--- src/rtl/instr_fetch.sv ---
// Fetch stage between the pc register and the decoder: one outstanding imem request, holds the reply until the decoder accepts it.
// Optional fetch watchdog enabled by defining FETCH_TIMEOUT_EN.
module instr_fetch #(
   parameter int unsigned ADDR_W         = 32,
   parameter int unsigned TIMEOUT_CYCLES = 255,
   parameter logic [31:0] NOP_INSTR      = 32'h0000_0000
) (
   input  logic              clk,
   input  logic              rst_n,
   input  logic [ADDR_W-1:0] pc,
   input  logic              flush,
   input  logic              dec_ready,
   output logic              imem_req,
   output logic [ADDR_W-1:0] imem_addr,
   input  logic              imem_ack,
   input  logic [31:0]       imem_rdata,
   output logic [31:0]       instr,
   output logic [ADDR_W-1:0] instr_pc,
   output logic              instr_valid,
   output logic              stall,
   output logic              fetch_err
);

   localparam int unsigned CNT_W = $clog2(TIMEOUT_CYCLES + 1);

   typedef enum logic [1:0] {
      S_REQ  = 2'd0,
      S_WAIT = 2'd1,
      S_HOLD = 2'd2
   } state_e;

   state_e              state_q, state_d;
   logic                imem_req_q, imem_req_d;
   logic [ADDR_W-1:0]   imem_addr_q, imem_addr_d;
   logic [31:0]         instr_q, instr_d;
   logic [ADDR_W-1:0]   instr_pc_q, instr_pc_d;
   logic                instr_valid_q, instr_valid_d;
   logic                squash_q, squash_d;
   logic                fetch_err_q, fetch_err_d;
   logic                timeout_c;

`ifdef FETCH_TIMEOUT_EN
   logic [CNT_W-1:0]    cnt_q, cnt_d;

   // Watchdog: cleared while requesting, counts WAIT cycles without a reply
   always_comb begin
      cnt_d = cnt_q;
      if (state_q == S_REQ) begin
         cnt_d = '0;
      end else if (state_q == S_WAIT && !imem_ack) begin
         cnt_d = cnt_q + CNT_W'(1);
      end
   end

   assign timeout_c = (state_q == S_WAIT) && !imem_ack &&
                      (cnt_q == CNT_W'(TIMEOUT_CYCLES - 1));

   always_ff @(posedge clk or negedge rst_n) begin
      if (!rst_n) begin
         cnt_q <= '0;
      end else begin
         cnt_q <= cnt_d;
      end
   end
`else
   logic unused_cfg;
   assign unused_cfg = ^{CNT_W, TIMEOUT_CYCLES};
   assign timeout_c  = 1'b0;
`endif

   // Next-state and registered-output computation
   always_comb begin
      state_d       = state_q;
      imem_req_d    = imem_req_q;
      imem_addr_d   = imem_addr_q;
      instr_d       = instr_q;
      instr_pc_d    = instr_pc_q;
      instr_valid_d = instr_valid_q;
      squash_d      = squash_q;
      fetch_err_d   = fetch_err_q;
      case (state_q)
         S_REQ: begin
            if (!flush) begin
               imem_addr_d = pc;
               imem_req_d  = 1'b1;
               state_d     = S_WAIT;
            end
         end
         S_WAIT: begin
            if (imem_ack || timeout_c) begin
               imem_req_d = 1'b0;
               squash_d   = 1'b0;
               // a flush in the same cycle as the reply squashes it too
               if (squash_q || flush) begin
                  state_d = S_REQ;
               end else begin
                  instr_d       = imem_ack ? imem_rdata : NOP_INSTR;
                  instr_pc_d    = imem_addr_q;
                  instr_valid_d = 1'b1;
                  fetch_err_d   = fetch_err_q | ~imem_ack;
                  state_d       = S_HOLD;
               end
            end else if (flush) begin
               squash_d = 1'b1;
            end
         end
         S_HOLD: begin
            if (flush || dec_ready) begin
               instr_valid_d = 1'b0;
               state_d       = S_REQ;
            end
         end
         default: begin
            state_d = S_REQ;
         end
      endcase
   end

   always_ff @(posedge clk or negedge rst_n) begin
      if (!rst_n) begin
         state_q       <= S_REQ;
         imem_req_q    <= 1'b0;
         imem_addr_q   <= '0;
         instr_q       <= '0;
         instr_pc_q    <= '0;
         instr_valid_q <= 1'b0;
         squash_q      <= 1'b0;
         fetch_err_q   <= 1'b0;
      end else begin
         state_q       <= state_d;
         imem_req_q    <= imem_req_d;
         imem_addr_q   <= imem_addr_d;
         instr_q       <= instr_d;
         instr_pc_q    <= instr_pc_d;
         instr_valid_q <= instr_valid_d;
         squash_q      <= squash_d;
         fetch_err_q   <= fetch_err_d;
      end
   end

   // pc may only advance when the held instruction is consumed without a redirect
   assign stall       = ~((state_q == S_HOLD) && dec_ready && !flush);
   assign imem_req    = imem_req_q;
   assign imem_addr   = imem_addr_q;
   assign instr       = instr_q;
   assign instr_pc    = instr_pc_q;
   assign instr_valid = instr_valid_q;
`ifdef FETCH_TIMEOUT_EN
   assign fetch_err   = fetch_err_q;
`else
   assign fetch_err   = 1'b0;
   logic unused_err;
   assign unused_err  = fetch_err_q;
`endif

endmodule

--- config.mk ---
export PLATFORM = sky130hd
export DESIGN_NAME = instr_fetch
export DESIGN_NICKNAME = d
export VERILOG_FILES = /design/src/rtl/instr_fetch.sv
export SDC_FILE = /design/constraint.sdc
export NUM_CORES = 1
export LEC_CHECK = 0
export BUFFER_PORTS_ARGS = -buffer_cell sky130_fd_sc_hd__buf_4
export CAP_MARGIN = 20
export CORE_ASPECT_RATIO = 2
export CORE_UTILIZATION = 46
export DETAILED_ROUTE_END_ITERATION = 10
export MAX_ROUTING_LAYER = met4
export PLACE_DENSITY = 0.78
export SYNTH_ARGS = -nofsm -noshare
export SYNTH_HDL_FRONTEND = slang
export SYNTH_SLANG_ARGS = --single-unit
--- constraint.sdc ---
create_clock -name clk -period 1.7 [get_ports clk]
set_input_delay 0.34 -clock clk [delete_from_list [all_inputs] [get_ports clk]]
set_output_delay 0.34 -clock clk [all_outputs]
set_load 0.01 [all_outputs]
# == Word level (Yosys, flattened, before mapping) ==
# Cells that the tools add are included.
# word_totals
out_inout_bits,100
reg_bits,101
# classes
reduce_logical,15
muxes,14
bitwise_logic,3
n_eq_ne,6
# ops
op,n
3-bit AND reduction,3
2-bit 2-to-1 mux,4
2-bit inequality test (second input constant),4
1-bit 2-to-1 mux,7
2-bit case mux with 3 select lines,1
2-bit nonzero test,3
1-bit case mux with 2 select lines,2
2-bit AND reduction,2
4-bit AND reduction,1
1-bit inverter,3
2-bit by 1-bit equality test with 1-bit output (second input constant),1
2-bit equality test (second input constant),1
1-bit logical AND,2
2-bit zero test,1
1-bit logical OR,2
1-bit zero test,1

# == Depth between registers and ports, before layout ==
# Gate-level depths: netlist (run 1).
# logic_depth
ltp_word,4
ltp_mapped,6

# == Least setup slack after synthesis (run 1) ==
# OpenSTA, ideal clock, no wires.
# synth_timing
kind,input-to-reg
startpoint,in flush
endpoint,reg instr_q[0] (netlist: instr[0])
n_path_buf,3
path_stages,6
setup_ns,0.127
setup_slack_ns,0.194
arrival_ns,1.378
cell_sequence,clkbuf_1 nor2_1 nand3_1 buf_4 buf_6 mux2_1
# synth_via
elab_chain_len,3
# synth_rtl
element,line,rtl
"start, declared",11,"input logic flush,"
1-bit logical OR,94,if (squash_q || flush) begin
1-bit inverter (no source line),n/a,
3-bit AND reduction (no source line),n/a,
"end signal, assigned",133,instr_q <= instr_d;
"end, declared",35,"logic [31:0] instr_q, instr_d;"
# Every way passes these cells.
# A chain may end at the register's enable or synchronous reset.

# == Worst setup path in the final report (run 1) ==
# layout_timing
startpoint,reg state_q[0]
endpoint,out stall
# layout_via
elab_chain_len,4
# layout_rtl
element,line,rtl
"start, declared",32,"state_e state_q, state_d;"
"start signal, assigned",130,state_q <= state_d;
2-bit equality test,142,assign stall = ~((state_q == S_HOLD) && dec_ready && !flush);
1-bit logical AND (2 in series),142,
1-bit inverter,142,
"end, declared",20,"output logic stall,"
# Every way passes these cells.

==> results.tsv, run 1 <==
metric	value	unit
crit_type	flip-flop to output pin	
hpwl	6470	um
r2r_slack	150	ps
avgViaCountPerCell	5.02	
antenna_cells	0	
hold_start	dec_ready	
clock.fmax	613	MHz
startpoint	state_q[0]	
min_period_over_period	96.0	%
netlist_area	0.00381	mm2
synth_edf_count	0	
timing.rr.start	state_q[0]	
ys_ff_latch	101	
fin_crit	1630	ps
p_comb_share	39.9	%
clock-sinks	101	
clock_skew	6.65	ps
grt_pass1_vias	2668	
critPathMaxStageDelay	450	ps
cp_cell_sequence	nand2b_1, nor2_1, nand2_1, buf_4	
setup_viol	0	
dr.pass1.iters	4	
grt_util_all_layers	21.8	%
grt_overflow_total	0	
slowest_stage	dfrtp_2	
cp_data_required_time	1360	ps
layout-drive-gt1-share	60.7	%
async_reset_ff_share	100	%
drtAntennaViolNets	0	
hold_violations	0	
finalMaxSlewViolations	0	
cp_max_fo	6	
clk_path_buf_depth	2	
yosysTopAreaCellShare	66.3	%
synth_area_leaders	dfrtp_1, mux2_2, mux2_1	
wire_per_inst	16.8	um
final_nets	475	
gp_congestion	0.792	
seq_area_frac_synth	66.3	%
grt_pass1_wl	13000	um
post_cts_buffers	0	
ir_worst_vdd	0.982	mV
grt_start_max_net_pins	54	
leakage	0.00267	uW
synth_ff_type	dfrtp_1	
seqPwrFrac	41.5	%
place_area	0.00524	mm2
synthCells	231	
cts_made_buffers	9	
rsz0062_at_grt	false	
synthDistinctLibCells	20	
fin_setup_tns	0	ps
routed_wl	8520	um
syn_nets	300	
area_delta_synth_final	45.1	%
drt_iter0_drc	106	
clkLatencyLatePin	340	ps
dieArea	0.00867	mm2
clockRootBuffer	clkbuf_16	
die_h	131	um
arrival	1290	ps
swShare	31.2	%
cts_tree	yes	
synth_most_common_cell	dfrtp_1	
route.vias.total	2538	
io_pins	169	
port_buffers	167	
hold_class	primary input to flip-flop	
reg2regPathDepth	4	
power.share.clock	18.6	%
synth.avg_cell_area	16.5	um2
endpoint_kind	output pin	
h-tree-depth	3	
die_w	66.4	um
ys_warn_count	0	
r2r_end	instr_pc[7]	
start_util	47.6	%
p_int	7250	uW
status	complete, no violations	
clk_pin_slew	60	ps
cp-endpoint	stall	
p_sw	3280	uW
antenna_found_initial	0	
floorplan.rows	46	
worstSetupStartpointType	flip-flop	
final_area	0.00553	mm2
synth_commonest_cells	dfrtp_1, mux2_2, mux2_1	
power.density	1900	mW/mm2
synth_top_area_cell	dfrtp_1	
core_area	0.00800	mm2
drc	0	
maxCapViolations	0	
## worst min-delay path by stage
stage | slack (ps) | endpoint | depth (start not counted)
6_report | 210 | state_q[1] | 2
5_1_grt | 200 | instr[13] | 2
4_1_cts | 190 | state_q[1] | 2
3_5_place_dp | 200 | imem_addr[10] | 1
3_3_place_gp | 200 | imem_addr[10] | 1
2_1_floorplan | 40 | imem_addr[0] | 0
## what timing repair did
item,CTS,global route
resized for setup,0,1
hold buffers,1,0
setup endpoints to repair,0,1
hold endpoints to repair,11,0
## routing by layer
layer	track usage, %	vias to the layer above	part of all wire, %
met4	11.1	0	2.9
met5	-	-	0
met3	5.38	17	4.8
met2	37.6	96	59
li1	-	1150	-
met1	22.3	1275	34
## layout make-up
class / count / area, um2
flip-flops and latches: 101 / 2530
fillers: 593 / 2470
repair buffers: 176 / 1390
multi-input cells: 116 / 1200
clock buffers: 9 / 225
well taps: 96 / 120
clock inverters: 6 / 55.1
inverters: 2 / 7.51
## flip-flops by register name (all words and copies together) (netlist names)
name,flops
instr,32
instr_pc,32
state_q,2
imem_req,1
squash_q,1
imem_addr,32
instr_valid,1
## power groups by stage
stage	clock, uW	sequential, uW	combinational (uW)
floorplan	0	4860	1300
global placement	0	4340	4170
detailed placement	0	4440	4270
CTS	2000	4400	4280
global route	2080	4550	4500
finish	1960	4370	4200
## layout by cell type, fill, tap and decap left out, types with 2 or more instances in the layout
cell type and n:
mux2_1 40, inv_1 2, dfrtp_1 100, buf_12 5, nor2_1 6, clkbuf_16 9
mux2_2 56, buf_4 170, a21oi_1 4, clkinv_2 5
## critical path, delay by kind of cell (launching register included)
| kind | cells | cell delay, ps |
|---|---|---|
| buf+inv | 1 | 150 |
| flops | 1 | 450 |
| simple gates | 3 | 360 |
## cells by family (layout without fill, tap and decap cells)
| family | count (synthesis) | count (layout) | synth area share (%) |
|---|---|---|---|
| compound gates | 7 | 7 | 1.05 |
| buf+inv | 14 | 193 | 2.53 |
| flops | 101 | 101 | 66.3 |
| mux | 96 | 96 | 28.4 |
| other cells | 1 | 1 | 0.0984 |
| simple gates | 12 | 12 | 1.61 |
## stage by stage
| step | utilization, % | power [uW] | std cells | hold slack, ps | worst slack, ps |
|---|---|---|---|---|---|
| floorplan | - | 6160 | 231 | 44.4 | 194 |
| global placement | 65.5 | 8510 | 490 | 203 | 197 |
| detailed placement | 65.5 | 8710 | 490 | 204 | 121 |
| CTS | 69.1 | 10700 | 506 | 194 | 39.6 |
| global route | 69.1 | 11100 | 506 | 201 | 2.59 |
| finish | 69.1 | 10500 | 506 | 207 | 68.2 |
No activity file was read; power rests on OpenSTA's default activity.
==> inputs of run 2 (changes only) <==
==> config.mk (replaced) <==
export PLATFORM = sky130hd
export DESIGN_NAME = instr_fetch
export DESIGN_NICKNAME = d
export VERILOG_FILES = /design/src/rtl/instr_fetch.sv
export SDC_FILE = /design/constraint.sdc
export NUM_CORES = 1
export LEC_CHECK = 0
export ABC_AREA = 1
export BUFFER_PORTS_ARGS = -buffer_cell sky130_fd_sc_hd__buf_2
export CAP_MARGIN = 20
export CORE_ASPECT_RATIO = 2
export CORE_UTILIZATION = 46
export DETAILED_ROUTE_END_ITERATION = 10
export MAX_ROUTING_LAYER = met4
export PLACE_DENSITY = 0.77
export SYNTH_ARGS = -nofsm -noshare
export SYNTH_HDL_FRONTEND = slang
export SYNTH_SLANG_ARGS = --single-unit
==> run 2 against run 1 <==
Against the previous run: worst hold slack improved by 20 ps; power decreased by 11%; die area increased by 5.7%; register-to-register slack improved by 210 ps; non-clock buffer count increased by 2; synthesized cell count increased by 92%; critical path type unchanged; highest routed layer unchanged.
==> results.tsv, run 2 <==
metric	value	unit
clk_path_buf_depth	2	
drtAntennaViolNets	0	
clock-sinks	101	
holdWs	227	ps
synth_commonest_cells	nand2_1, dfrtp_1, nand3_1	
synthCells	443	
antenna_found_initial	0	
clock.fmax	669	MHz
drc	0	
synth_edf_count	0	
cts_tree	yes	
clock_skew	6.27	ps
netlist_area	0.00403	mm2
cp_cell_sequence	inv_2, nand2_1, inv_1, nand3_1, buf_2	
ir_worst_vdd	0.920	mV
clkLatencyLatePin	340	ps
leakage	0.00311	uW
worstSetupStartpointType	flip-flop	
yosysTopAreaCellShare	62.7	%
power.density	1780	mW/mm2
ctsHoldBuffers	1	
crit_type	flip-flop to output pin	
wire_per_inst	13.1	um
grt_util_all_layers	21.7	%
n_fill_cell	755	
most-common-layout-cells	nand2_1, buf_2, dfrtp_1, nand3_1, inv_1	
arrival	1150	ps
grt_start_max_net_pins	67	
port_buffers	167	
critPathMaxStageDelay	390	ps
fin_crit	1490	ps
endpoint_kind	output pin	
dr.pass1.iters	4	
synth_most_common_cell	nand2_1	
grt_overflow_total	0	
start_util	47.0	%
slew_headroom	63.0	%
min_period_over_period	87.9	%
hold_class	primary input to flip-flop	
maxCapViolations	0	
grt_pass1_wl	14300	um
critPathTopFamily	flip-flops	
floorplan.rows	48	
dieArea	0.00917	mm2
fin_setup_tns	0	ps
cp_max_fo	3	
cts_made_buffers	9	
layout.area.seq	0.00253	mm2
cp_data_required_time	1360	ps
rsz0062_at_grt	false	
utilization	61.7	%
layout-drive-gt1-share	32.8	%
die_h	134	um
status	complete, no violations	
syn_nets	512	
avgViaCountPerCell	4.77	
r2r_slack	360	ps
core_area	0.00859	mm2
async_reset_ff_share	100	%
ys_ff_latch	101	
antenna_cells	0	
final_common_cell	nand2_1	
die_w	68.2	um
routed_wl	9270	um
finalMaxSlewViolations	0	
synth_top_area_cell	dfrtp_1	
p_total	9410	uW
final_nets	673	
synth.avg_cell_area	9.11	um2
seq_area_frac_synth	62.7	%
max_slew.worst_pin.slew	555	ps
setup_viol	0	
slowest_stage	dfrtp_1	
critPathBufInv	3	
drt_iter0_drc	178	
gp_congestion	0.798	
io_pins	169	
cts_resized	0	
ys_warn_count	0	
synth_area_leaders	dfrtp_1, nand2_1, nand3_1	
clockRootBuffer	clkbuf_16	
synthDistinctLibCells	16	
h-tree-depth	3	
synth_ff_type	dfrtp_1	
grt_pass1_vias	3187	
route.vias.total	3381	
hold_violations	0	
clk_pin_slew	70	ps
hpwl	6730	um
post_cts_buffers	0	
area_delta_synth_final	31.4	%
multiInputGateArea	0.00119	mm2
==> run 2: changes by cell type in the layout (fill, tap and decap cells not counted), moves of 40 or more <==
cell,previous run,this run
buf_2,0,166
nand2_1,1,167
buf_4,170,8
nand3_1,0,66
mux2_2,56,0
mux2_1,40,0
==> run 2: through the flow <==
stage	area, um2	setup WS, ps	instances
final	5300	205	709
after global routing	5300	161	709
after global placement	4940	419	692
after detailed placement	4940	364	692
after floorplan	4030	591	443
after CTS	5300	184	709
==> run 2: worst paths after layout <==
kind / cells past startpoint / from / endpoint
hold reg to reg: 2 / instr[7] / instr[7]
min in group asynchronous: 2 / rst_n / imem_addr[21]
setup reg to reg: 6 / state_q[0] / instr[29]
max in group asynchronous: 3 / rst_n / instr_pc[27]
setup / recovery: 5 / state_q[0] / stall
hold / removal: 3 / imem_rdata[8] / instr[8]
==> run 2: worst min-delay path: stages <==
cell	delay (ps)
buf_2	70
nand3_1	60
nand2_1	60
==> run 2: routing by layer <==
| metal | track usage (%) | vias to the layer above | part of all wire, % |
|---|---|---|---|
| met3 | 3.49 | 23 | 4.2 |
| met1 | 23.5 | 1548 | 39 |
| met5 | - | - | 0 |
| met4 | 11.8 | 0 | 3.6 |
| met2 | 36.4 | 110 | 53 |
| li1 | - | 1700 | - |
==> run 2: cells by family (layout without fill, tap and decap cells) <==
group / count (synthesis) / after routing / synth area share [%]
compound gates: 36 / 36 / 4.47
buf+inv: 67 / 233 / 8.16
flops: 101 / 101 / 62.7
other cells: 1 / 1 / 0.0930
simple gates: 238 / 238 / 24.6
==> run 2: cell type report <==
class	instances	area share [%]
timing repair buffer	178	18.1
multi-input combinational	275	22.5
clock buffer	10	4.51
sequential	101	47.7
tap	100	2.36
inverter	39	2.76
clock inverter	6	2.08
==> run 2: report_power, final <==
part	internal, uW	switching, uW	total (uW)	leakage, uW
Clock	1470	853	2330	0.000165
Combinational	1230	1790	3020	0.00168
Sequential	3440	622	4070	0.00126
Total	6150	3270	9410	0.00311
==> inputs of run 3 (changes only) <==
--- a/config.mk
+++ b/config.mk
@@ -9,10 +9,10 @@
 export BUFFER_PORTS_ARGS = -buffer_cell sky130_fd_sc_hd__buf_2
 export CAP_MARGIN = 20
 export CORE_ASPECT_RATIO = 2
-export CORE_UTILIZATION = 46
+export CORE_UTILIZATION = 48
 export DETAILED_ROUTE_END_ITERATION = 10
 export MAX_ROUTING_LAYER = met4
-export PLACE_DENSITY = 0.77
+export PLACE_DENSITY = 0.8
 export SYNTH_ARGS = -nofsm -noshare
 export SYNTH_HDL_FRONTEND = slang
 export SYNTH_SLANG_ARGS = --single-unit
==> run 3 against run 2 <==
Against the previous run: register-to-register slack got worse by 40 ps; critical endpoint unchanged; sequential power barely moved; non-clock buffer count did not move; power rose by 0.93%; combinational power barely moved; maximum frequency fell by 0.26%; die area fell by 4.1%; cell count fell by 0.28%; clock skew fell by 1.3 ps; critical path type unchanged; first-iteration DRC count rose by 41%; critical path depth did not move.
==> results.tsv, run 3 (same netlist as run 2, synthesis figures left out) <==
metric	value	unit
clkLatencyLatePin	340	ps
utilization	64.5	%
layout.area.seq	0.00253	mm2
critPathMaxStageDelay	400	ps
hpwl	7120	um
cp_max_fo	3	
cp_cell_sequence	inv_2, nand2_1, inv_1, nand3_1, buf_2	
arrival	1160	ps
n_fill_cell	719	
grt_pass1_wl	16200	um
grt_util_all_layers	25.0	%
gp_congestion	0.939	
fin_setup_tns	0	ps
setup_viol	0	
pre_cts_ws	256	ps
routed_wl	9910	um
antenna_found_initial	0	
slowest_stage	dfrtp_1	
io_pins	169	
multiInputGateArea	0.00119	mm2
clock-sinks	101	
ctsHoldBuffers	1	
clock.fmax	667	MHz
place_area	0.00494	mm2
p_comb_share	31.9	%
final_common_cell	nand2_1	
avgViaCountPerCell	4.98	
power.share.clock	24.9	%
rsz0062_at_grt	false	
r2r_slack	320	ps
drtAntennaViolNets	0	
port_buffers	167	
final_nets	673	
die_w	66.8	um
power.density	1790	mW/mm2
clock_skew	4.96	ps
die_h	132	um
grt_pass1_vias	3535	
cts_tree	yes	
finalMaxSlewViolations	0	
hold_start	imem_rdata[8]	
hold_class	primary input to flip-flop	
floorplan.rows	47	
p_int	6190	uW
status	complete, no violations	
cts_resized	0	
fin_ws	201	ps
fin_crit	1500	ps
dieArea	0.00880	mm2
min_period_over_period	88.2	%
hold_violations	0	
grt_start_max_net_pins	56	
grt_overflow_total	0	
clk_path_buf_depth	2	
cp_data_required_time	1360	ps
worstSetupStartpointType	flip-flop	
cts_made_buffers	9	
clk_pin_slew	70	ps
maxCapViolations	0	
swShare	34.9	%
wire_per_inst	14.0	um
drt_iter0_drc	251	
dr.pass1.iters	4	
timing.rr.start	state_q[1]	
final_area	0.00531	mm2
post_cts_buffers	0	
route.vias.total	3520	
ir_worst_vdd	0.848	mV
holdWs	226	ps
clockRootBuffer	clkbuf_16	
startpoint	state_q[0]	
endpoint_kind	output pin	
layout-drive-gt1-share	32.8	%
start_util	49.0	%
core_area	0.00823	mm2
crit_type	flip-flop to output pin	
most-common-layout-cells	nand2_1, buf_2, dfrtp_1, nand3_1, inv_1	
antenna_cells	0	
leakage	0.00312	uW
p_sw	3310	uW
drc	0	
h-tree-depth	3	
area_delta_synth_final	31.5	%
seqPwrFrac	43.2	%
-- run 3: cell count changes in the layout (fill, tap and decap cells not counted), sizes merged --
cell / before / now
clkbuf: 10 / 11
clkinvlp: 2 / 1
-- run 3: final timing paths --
check,to,depth (start not counted)
worst max-delay path,stall,5
worst min-delay path,instr[8],3
worst max register to register,instr[2],6
worst min register to register,instr[16],2
max in group asynchronous,imem_addr[25],3
min in group asynchronous,instr[1],2
-- run 3: critical path: cells and delay by family, from the launching register on --
kind | cells | cell delay [ps]
buffers and inverters | 3 | 300
DFF | 1 | 400
and+or+nand+nor | 2 | 130
-- run 3: area by class of cell --
type	count	area share, %
repair buffers	178	18.1
inverters	39	2.76
clock buffers	11	4.76
well taps	98	2.31
clock inverters	5	2.00
flip-flops and latches	101	47.6
multi-input cells	275	22.4
-- run 3: power groups by stage --
| stage | Combinational [uW] | Clock, uW | Sequential (uW) |
|---|---|---|---|
| final | 3040 | 2360 | 4100 |
| after global routing | 3410 | 2510 | 4230 |
| after CTS | 3080 | 2420 | 4100 |
| after detailed placement | 3080 | 0 | 4130 |
| after floorplan | 1090 | 0 | 4560 |
| after global placement | 2950 | 0 | 4080 |
-- run 3: metal layers --
metal	track usage (%)	share of wire [%]	wire, um
met4	14.8	4.4	437
met5	-	0	0
met3	3.56	3.9	386
met2	42.2	54	5340
met1	26.7	38	3750
-- run 3: stage by stage --
step           cells  power [uW]
6_report         707        9500
5_1_grt          707       10100
4_1_cts          707        9600
3_5_place_dp     690        7210
3_3_place_gp     690        7040
2_1_floorplan    443        5650
